File: config.mk
export PLATFORM = sky130hd
export DESIGN_NAME = fetch_ctrl
export DESIGN_NICKNAME = d
export VERILOG_FILES = /design/src/rtl/fetch_ctrl.sv
export SDC_FILE = /design/constraint.sdc
export NUM_CORES = 1
export LEC_CHECK = 0
export CAP_MARGIN = 40
export CORE_MARGIN = 5
export CORE_UTILIZATION = 33
export DETAILED_ROUTE_END_ITERATION = 8
export PLACE_DENSITY = 0.9
export SYNTH_ARGS = -nofsm -noshare
export SYNTH_HDL_FRONTEND = slang
export SYNTH_SLANG_ARGS = --single-unit
File: constraint.sdc
create_clock -name clk -period 2.7 [get_ports clk]
set_clock_uncertainty 0.1 [all_clocks]
set_input_delay 0.54 -clock clk [delete_from_list [all_inputs] [get_ports clk]]
set_output_delay 0.54 -clock clk [all_outputs]
set_load 0.005 [all_outputs]
File: src/rtl/fetch_ctrl.sv
// Fetch-stage PC controller: next-PC select, freeze/flush decode and end-of-program halt.
// Define FETCH_CTRL_PERF_EN to build the saturating stall_count performance counter.
module fetch_ctrl #(
  parameter logic [31:0] END_ADDR    = 32'd164,
  parameter int unsigned STALL_CNT_W = 16
) (
  input  logic                   clk,
  input  logic                   rst,
  input  logic [31:0]            pc_cur,
  input  logic                   hazard,
  input  logic                   mem_ready,
  input  logic                   branch_taken,
  input  logic [31:0]            branch_addr,
  output logic [31:0]            pc_next,
  output logic                   pc_freeze,
  output logic                   flush_if_id,
  output logic                   halted,
  output logic [STALL_CNT_W-1:0] stall_count
);

  localparam logic [1:0] S_START = 2'd0;
  localparam logic [1:0] S_RUN   = 2'd1;
  localparam logic [1:0] S_STALL = 2'd2;
  localparam logic [1:0] S_HALT  = 2'd3;

  logic [1:0] state_q, state_d;
  logic       active;

  always_ff @(posedge clk or negedge rst) begin
    if (!rst) state_q <= S_START;
    else      state_q <= state_d;
  end

  // Branches win over stalls; an accepted PC beyond END_ADDR stops fetch for good.
  always_comb begin
    state_d     = state_q;
    pc_freeze   = 1'b1;
    flush_if_id = 1'b0;
    pc_next     = branch_taken ? branch_addr : (pc_cur + 32'd4);
    active      = (state_q == S_RUN) || (state_q == S_STALL);

    case (state_q)
      S_START: state_d = S_RUN;
      S_RUN, S_STALL: begin
        if (branch_taken) begin
          pc_freeze   = 1'b0;
          flush_if_id = 1'b1;
          state_d     = S_RUN;
        end else if (hazard || !mem_ready) begin
          pc_freeze = 1'b1;
          state_d   = S_STALL;
        end else begin
          pc_freeze = 1'b0;
          state_d   = S_RUN;
        end
        if (!pc_freeze && (pc_next > END_ADDR)) state_d = S_HALT;
      end
      default: state_d = S_HALT;
    endcase
  end

  assign halted = (state_q == S_HALT);

`ifdef FETCH_CTRL_PERF_EN
  logic [STALL_CNT_W-1:0] stall_count_q;

  // Counts frozen cycles while fetching; START and HALT are excluded.
  always_ff @(posedge clk or negedge rst) begin
    if (!rst) begin
      stall_count_q <= '0;
    end else if (active && pc_freeze && (stall_count_q != '1)) begin
      stall_count_q <= stall_count_q + STALL_CNT_W'(1);
    end
  end

  assign stall_count = stall_count_q;
`else
  assign stall_count = '0;
`endif

endmodule
==> results of run 1 <==
-- timing repair --
item | 4_1_cts | 5_1_grt
resized for setup | 162 | 70
pin swaps | 33 | 31
cloned | 0 | 0
buffers inserted | 18 | 12
setup endpoints to repair | 29 | 24
-- cells by family after synthesis --
logic type      Yosys count  synth area share
simple gates             85            0.3506
compound gates           36            0.1646
buf+inv                  33            0.1637
xor+xnor                 28            0.1753
mux                      10           0.08050
fa+ha+maj                 3           0.02684
flops                     2           0.03578
other cells               1          0.002681
-- area by class of cell --
class,instances,area [um^2],area share
timing repair buffer,187,1648,0.5023
tap,50,62.56,0.01907
clock buffer,3,41.29,0.01259
inverter,9,33.78,0.01030
multi-input combinational,178,1445,0.4405
sequential,2,50.05,0.01526
-- worst min-delay path by stage --
stage,cells past startpoint,end,from
floorplan,0,state_q[0],rst
global placement,3,state_q[0],state_q[1]
detailed placement,3,state_q[0],state_q[1]
CTS,1,state_q[0],rst
global route,1,state_q[0],rst
finish,1,state_q[0],rst
-- through the flow --
stage	area [um^2]	setup WS, ns	setup TNS (ns)	total power (W)
floorplan	1475	0.01755	0	0.0001678
global placement	2786	-0.7110	-15.87	0.0004088
detailed placement	2786	-0.7306	-17.06	0.0004171
CTS	3087	-0.07222	-0.1076	0.0005493
global route	3281	-0.1521	-1.142	0.0006281
finish	3281	-0.09758	-0.5709	0.0006078
-- worst max-delay path, stage by stage --
cell     delay [ns]
buf_8          0.09
nand3_4        0.10
buf_12         0.15
nor4_4         0.26
buf_4          0.16
and2_4         0.15
buf_4          0.12
nand2_4        0.05
xnor2_2        0.14
mux2_4         0.28
buf_6          0.12
-- Yosys cell counts (2+ instances only) --
cell     instances  area (um^2)
xnor2_1         21        183.9
ha_1             3        37.54
nor4_1           2        12.51
buf_4           17        127.6
or3_1            2        12.51
xor2_1           7        61.31
o21ai_0         18        90.09
nand2_1         30        112.6
o21a_1           3        22.52
buf_6            4        45.04
o32ai_1          3        26.28
and2_1           2        12.51
nor2_1          10        37.54
o21ai_1          5        25.02
nand4_1          5        31.28
and4b_1          2        20.02
nor4_2           3        37.54
dfrtp_1          2        50.05
and3_1           2        12.51
inv_1            9        33.78
nand3_2          2        20.02
mux2_2          10        112.6
nor3_1           6        30.03
nand3_1          7        35.03
or2b_1           2        15.01
or4_4            2        22.52
-- metal layers --
| layer | global-route usage | share of wire | up-vias |
|---|---|---|---|
| met1 | 0.3188 | 0.36 | 1142 |
| met3 | 0.03872 | 0.090 | 66 |
| met4 | 0.1285 | 0.067 | 0 |
| li1 | - | - | 1031 |
| met2 | 0.5077 | 0.48 | 205 |
| met5 | 0 | 0 | - |
-- power by group --
group	leakage, nW	total (W)	internal, W	switching, W
combinational	1.53	0.000458	0.000260	0.000199
clock	0.0216	0.000119	0.0000943	0.0000247
sequential	0.0175	0.0000302	0.0000302	0.00000000000324
==> flow_summary.json, run 1 <==
{
  "status": "finished with violations",
  "violations": "setup timing",
  "yosysUniqueCellTypes": 45,
  "grt_antenna_before_repair": 0,
  "syn_avg_cell_area_um2": 7.065,
  "drc": 0,
  "dr.pass1.iters": 5,
  "root_buffer": "clkbuf_8",
  "whs_ns": 0.3981,
  "min_period_ns": 2.798,
  "htreeDepth": 1,
  "cts_inserted_buffers": 3,
  "start_util": 0.3447,
  "drt_iter0_drc": 197,
  "wl_per_cell_um": 22.22,
  "area_growth_pct": 134.5,
  "reg2reg_depth": 7,
  "place_congestion": 0.8841,
  "synth_edf_count": 0,
  "overflow": 0,
  "antenna_left": 0,
  "die_x_um": 75.11,
  "dp.cells": 396,
  "final_max_slew_viol_count": 0,
  "top_register": "state_q",
  "critPathKind": "in -> out",
  "crit_path_max_fanout": 3,
  "setup_ws_ns": -0.09758,
  "crit_path_end": "pc_next[25]",
  "die_h_um": 75.11,
  "ys_seq_area_frac": 0.03578,
  "vias_per_cell": 5.697,
  "setup_violations": 11,
  "layout_common_cells": "76 x buf_4, 51 x clkdlybuf4s50_1, 28 x nand2_1",
  "die_area_um2": 5641,
  "p_per_area_nw_per_um2": 185.3,
  "syn-cell-area_um2": 1399,
  "cts_tree": "done",
  "grt_max_degree": 23,
  "r2r-end": "state_q[1]",
  "cp.arrival_ns": 2.16,
  "clock.fmax_mhz": 357.5,
  "period_share": 1.036,
  "place_hpwl_um": 5313,
  "layout-drive-gt1-share": 0.4565,
  "cp-end-kind": "primary output",
  "n_fill_cell": 241,
  "antenna_cells": 0,
  "coreArea_um2": 4058,
  "port-buffer-count": 103,
  "wl_um": 9533,
  "largest_reg_flops": 2,
  "synth_warnings": 0,
  "ys.flop_type": "dfrtp_1",
  "p_leak_nw": 1.565,
  "synth-async-reset-ratio": 1.000,
  "nNetsFinal": 453,
  "grt.total_usage": 0.2792,
  "ioPinCount": 120,
  "ys_seq_elements": 2,
  "clk_pin_slew_worst_paths_ns": 0.03,
  "layout_commonest_cell": "buf_4",
  "rrSetupSlack_ns": 0.55,
  "clock-sinks": 2,
  "rsz0062_at_grt": "yes",
  "clock_path_buffers": 2,
  "peakVddDrop_mv": 0.08801,
  "cp.required_ns": 2.06,
  "cts_hold_buf": 0,
  "layout.cells.non_filler": 429,
  "final_core_util": 0.8085,
  "insertion_delay_ns": 0.21,
  "grt_pass1_vias": 2335,
  "grt_pass1_wl_um": 12050,
  "final_hold_viol_count": 0,
  "cap_violations": 0,
  "reg_top3": "state_q (2)",
  "num_rows": 23,
  "timing.hold.worst.class": "in -> async",
  "critPathLaunch": "pc_cur[15]",
  "netlist_instances": 198,
  "r2r_start": "state_q[0]",
  "startpoint_type": "primary input",
  "dr_total_vias": 2444
}
Note: power is estimated with default switching activity, not from simulation.
==> inputs of run 2 (changes only) <==
CORE_UTILIZATION = 45   (was 33)
DONT_BUFFER_PORTS = 1   (was not set)
PLACE_DENSITY = 0.67   (was 0.9)
==> flow_summary.json, run 2 (same netlist as run 1, synthesis figures left out) <==
{
  "status": "completed",
  "rsz0062_at_grt": "no",
  "clock_path_buffers": 2,
  "r2r_start": "state_q[0]",
  "root_buffer": "clkbuf_4",
  "dp.cells": 251,
  "ioPinCount": 120,
  "p_leak_nw": 0.5532,
  "layout-drive-gt1-share": 0.2085,
  "cap_violations": 0,
  "die_area_um2": 4324,
  "nNetsFinal": 285,
  "grt_antenna_before_repair": 0,
  "whs_ns": 0.4446,
  "reg2reg_depth": 7,
  "cts_tree": "done",
  "rrSetupSlack_ns": 0.67,
  "setup_ws_ns": 0.1120,
  "layout_common_cells": "30 x nand2_1, 21 x xnor2_1, 18 x o21ai_0, 18 x buf_4, 16 x conb_1",
  "tns_ns": 0,
  "place_congestion": 0.7698,
  "layout.cells.non_filler": 255,
  "wl_um": 4096,
  "antenna_left": 0,
  "p_per_area_nw_per_um2": 157.1,
  "cp.required_ns": 2.06,
  "die_x_um": 65.76,
  "antenna_cells": 0,
  "crit_path_max_fanout": 4,
  "clk_pin_slew_worst_paths_ns": 0.03,
  "peakVddDrop_mv": 0.07099,
  "dr_total_vias": 1390,
  "die_h_um": 65.76,
  "largest_reg_flops": 2,
  "insertion_delay_ns": 0.23,
  "reg_top3": "state_q (2)",
  "place_hpwl_um": 3601,
  "grt.total_usage": 0.1752,
  "grt_pass1_wl_um": 6085,
  "area_growth_pct": 7.424,
  "overflow": 0,
  "place_ws_ns": -0.06125,
  "setup_violations": 0,
  "port-buffer-count": 0,
  "period_share": 0.9585,
  "grt_max_degree": 54,
  "cp-end-kind": "primary output",
  "num_rows": 20,
  "drc": 0,
  "r2r-end": "state_q[1]",
  "start_util": 0.4620,
  "min_period_ns": 2.588,
  "post_cts_resized": 0,
  "layout_commonest_cell": "nand2_1",
  "startpoint_type": "primary input",
  "vias_per_cell": 5.451,
  "critPathKind": "in -> out",
  "drt_iter0_drc": 71,
  "final_hold_viol_count": 0,
  "final_max_slew_viol_count": 0,
  "grt_pass1_vias": 1291,
  "coreArea_um2": 3028,
  "cp.arrival_ns": 1.95,
  "clock-sinks": 2,
  "wl_per_cell_um": 16.06,
  "dr.pass1.iters": 4,
  "clock.fmax_mhz": 386.4,
  "top_register": "state_q",
  "htreeDepth": 1,
  "cts_inserted_buffers": 3,
  "timing.hold.worst.class": "in -> async"
}
-- run 2: where the power goes --
part / internal (W) / switching (W)
combinational: 0.0000686 / 0.0000696
clock: 0.0000492 / 0.0000185
sequential: 0.0000302 / 0.00000000000248
-- run 2: area by class of cell --
type,instances,area (um^2)
clock buffer,3,22.52
fill,326,1525
inverter,9,33.78
multi-input combinational,178,1196
sequential,2,50.05
tap,44,55.05
timing repair buffer,19,145.1
-- run 2: worst max-delay path: stages --
cell and delay, ns:
ha_4 0.13, nand3_4 0.06, or4_4 0.49, buf_4 0.16
nor3_2 0.14, xnor2_1 0.08, o21ai_1 0.20, buf_4 0.15
-- run 2: worst max-delay path by stage --
stage                  end  depth (start not counted)  startpoint  slack (ns)
6_report       pc_next[22]                          8   pc_cur[2]        0.11
5_1_grt        pc_next[22]                          8   pc_cur[2]       0.007
4_1_cts        pc_next[22]                          8   pc_cur[2]        0.09
3_5_place_dp    state_q[1]                          9   pc_cur[2]       -0.06
3_3_place_gp    state_q[1]                          9   pc_cur[2]       -0.02
2_1_floorplan   state_q[1]                          9   pc_cur[2]        0.02
-- run 2: per-layer routing --
layer	global-route usage	wire, um	vias to the layer above
met2	0.3079	2029	62
met4	0.02332	15	0
met5	0	0	-
li1	-	-	694
met1	0.2157	1579	632
met3	0.04786	471	2
-- run 2: timing repair --
action / CTS / global route
hold buffers: 1 / 0
buffers inserted: 0 / 0
endpoints found under the hold margin: 2 / 0
endpoints found under the setup margin: 0 / 0
-- run 2: per-stage QoR --
stage | cell area [um^2] | total power, W | util
2_1_floorplan | 1475 | 0.0001678 | -
3_3_place_gp | 1470 | 0.0001663 | 0.4855
3_5_place_dp | 1470 | 0.0001674 | 0.4855
4_1_cts | 1503 | 0.0002397 | 0.4963
5_1_grt | 1503 | 0.0002576 | 0.4963
6_report | 1503 | 0.0002361 | 0.4963
==> inputs of run 3 (changes only) <==
CTS_BUF_LIST = sky130_fd_sc_hd__clkbuf_2   (was not set)
GPL_TIMING_DRIVEN = 0   (was not set)
clock period = 3 ns   (was 2.7 ns; I/O delays follow)
==> flow_summary.json, run 3 (same netlist as run 1, synthesis figures left out) <==
{
  "crit_path_max_fanout": 6,
  "cap_violations": 0,
  "cp.depth": 9,
  "die_area_um2": 4324,
  "rsz0062_at_grt": "no",
  "status": "completed",
  "insertion_delay_ns": 0.19,
  "dr_total_vias": 1431,
  "grt.total_usage": 0.1938,
  "dp.cells": 257,
  "r2r-end": "state_q[1]",
  "critPathKind": "in -> reg",
  "timing.hold.worst.class": "in -> async",
  "drt_iter0_drc": 88,
  "clock.fmax_mhz": 342.8,
  "fin_area_um2": 1563,
  "htreeDepth": 1,
  "grt_max_degree": 11,
  "nNetsFinal": 291,
  "cts_tree": "done",
  "worst_pin_slew_ns": 0.5470,
  "cp.required_ns": 2.96,
  "min_period_ns": 2.917,
  "final_hold_viol_count": 0,
  "r2r_start": "state_q[0]",
  "p_per_area_nw_per_um2": 140.7,
  "start_util": 0.4620,
  "critPathLaunch": "pc_cur[2]",
  "clock-sinks": 2,
  "relSlewSlack": 0.6325,
  "layout_common_cells": "30 x nand2_1, 21 x xnor2_1, 18 x o21ai_0",
  "postCtsSetupBuffers": 0,
  "coreArea_um2": 3028,
  "place_congestion": 0.8354,
  "p_leak_nw": 0.6047,
  "crit_family": "simple AND/OR/NAND/NOR gates",
  "clock_path_buffers": 2,
  "dr.max_layer_used": "met4",
  "m1WireLength_um": 1608,
  "die_h_um": 65.76,
  "cp-end-kind": "flip-flop",
  "rrSetupSlack_ns": 0.90,
  "peakVddDrop_mv": 0.04578,
  "n_fill_cell": 311,
  "ioPinCount": 120,
  "grt_pass1_vias": 1382,
  "crit_path_end": "state_q[1]",
  "setup_violations": 0,
  "dr.pass1.iters": 4,
  "wl_per_cell_um": 16.24,
  "antenna_left": 0,
  "worst-path-buf-inv": 0,
  "reg2reg_depth": 7,
  "num_rows": 20,
  "path_cells": "ha_2 -> nand3_4 -> or4_4 -> xor2_1 -> o21ai_1 -> or4_1 -> nor4_2 -> and4b_1 -> a32oi_1",
  "area_growth_pct": 11.72,
  "place_area_um2": 1510,
  "cts_inserted_buffers": 3,
  "drc": 0,
  "vias_per_cell": 5.462,
  "wl_um": 4256,
  "final_max_slew_viol_count": 0,
  "top_register": "state_q",
  "layout.cells.non_filler": 262,
  "overflow": 0,
  "period_share": 0.9723,
  "met3_length_um": 420,
  "die_x_um": 65.76,
  "layout-drive-gt1-share": 0.2304,
  "reg_top3": "state_q (2)",
  "port-buffer-count": 0,
  "cp.arrival_ns": 2.87,
  "largest_reg_flops": 2,
  "clk_pin_slew_worst_paths_ns": 0.03,
  "grt_pass1_wl_um": 6575,
  "layout_commonest_cell": "nand2_1",
  "slowest_stage": "or4_4",
  "root_buffer": "clkbuf_2",
  "whs_ns": 0.5419,
  "max_stage_delay_ns": 0.54,
  "wl_met2_um": 2179,
  "place_hpwl_um": 3697,
  "startpoint_type": "primary input",
  "grt_antenna_before_repair": 1
}
run 3: worst min path at each step:
stage          start         end  slack (ns)  depth (start not counted)
3_5_place_dp     rst  state_q[1]        0.20                          0
5_1_grt          rst  state_q[1]        0.52                          1
2_1_floorplan    rst  state_q[0]        0.20                          0
4_1_cts          rst  state_q[1]        0.53                          1
6_report         rst  state_q[1]        0.54                          1
3_3_place_gp     rst  state_q[0]        0.20                          0
run 3: layer usage:
layer,global-route usage,up-vias
met3,0.06325,6
met1,0.2316,655
met4,0.04922,0
met5,0,-
li1,-,707
met2,0.3304,63
run 3: timing repair:
item                                    4_1_cts  5_1_grt
gates resized for setup                       1        3
hold endpoints to repair                      2        0
hold buffers                                  1        0
endpoints found under the setup margin        1        2
pin swaps                                     1        0
run 3: cell type report:
| cell class | count | area, um^2 | share of cell area |
|---|---|---|---|
| Buffer | 24 | 195.2 | 0.1249 |
| Multi-Input combinational cell | 178 | 1201 | 0.7686 |
| Tap cell | 44 | 55.05 | 0.03523 |
| Clock buffer | 3 | 15.01 | 0.009608 |
| Sequential cell | 2 | 50.05 | 0.03203 |
| Inverter | 9 | 33.78 | 0.02162 |
| Timing Repair Buffer | 1 | 10.01 | 0.006405 |
| Antenna cell | 1 | 2.502 | 0.001601 |
run 3: per-stage QoR:
stage / TNS, ns / total power (W) / setup WS, ns / util
finish: 0 / 0.0002198 / 0.08301 / 0.5161
global route: 0 / 0.0002449 / 0.01390 / 0.5161
CTS: 0 / 0.0002202 / 0.03361 / 0.5091
detailed placement: -0.2511 / 0.0001723 / -0.2511 / 0.4988
global placement: -0.2606 / 0.0001723 / -0.2606 / 0.4988
floorplan: 0 / 0.0001497 / 0.06208 / -
run 3: where the power goes:
group | leakage [nW] | internal (W) | switching, W
Clock | 0.0125 | 0.0000266 | 0.0000163
Combinational | 0.575 | 0.0000708 | 0.0000789
Sequential | 0.0175 | 0.0000272 | 0.00000000000238
run 3: worst reg2reg max path, stage by stage (launching register included):
cell     delay [ns]
dfrtp_1        0.34
inv_1          0.05
ha_1           0.28
inv_1          0.08
or4_1          0.54
nor4_2         0.24
and4b_1        0.24
a32oi_1        0.10
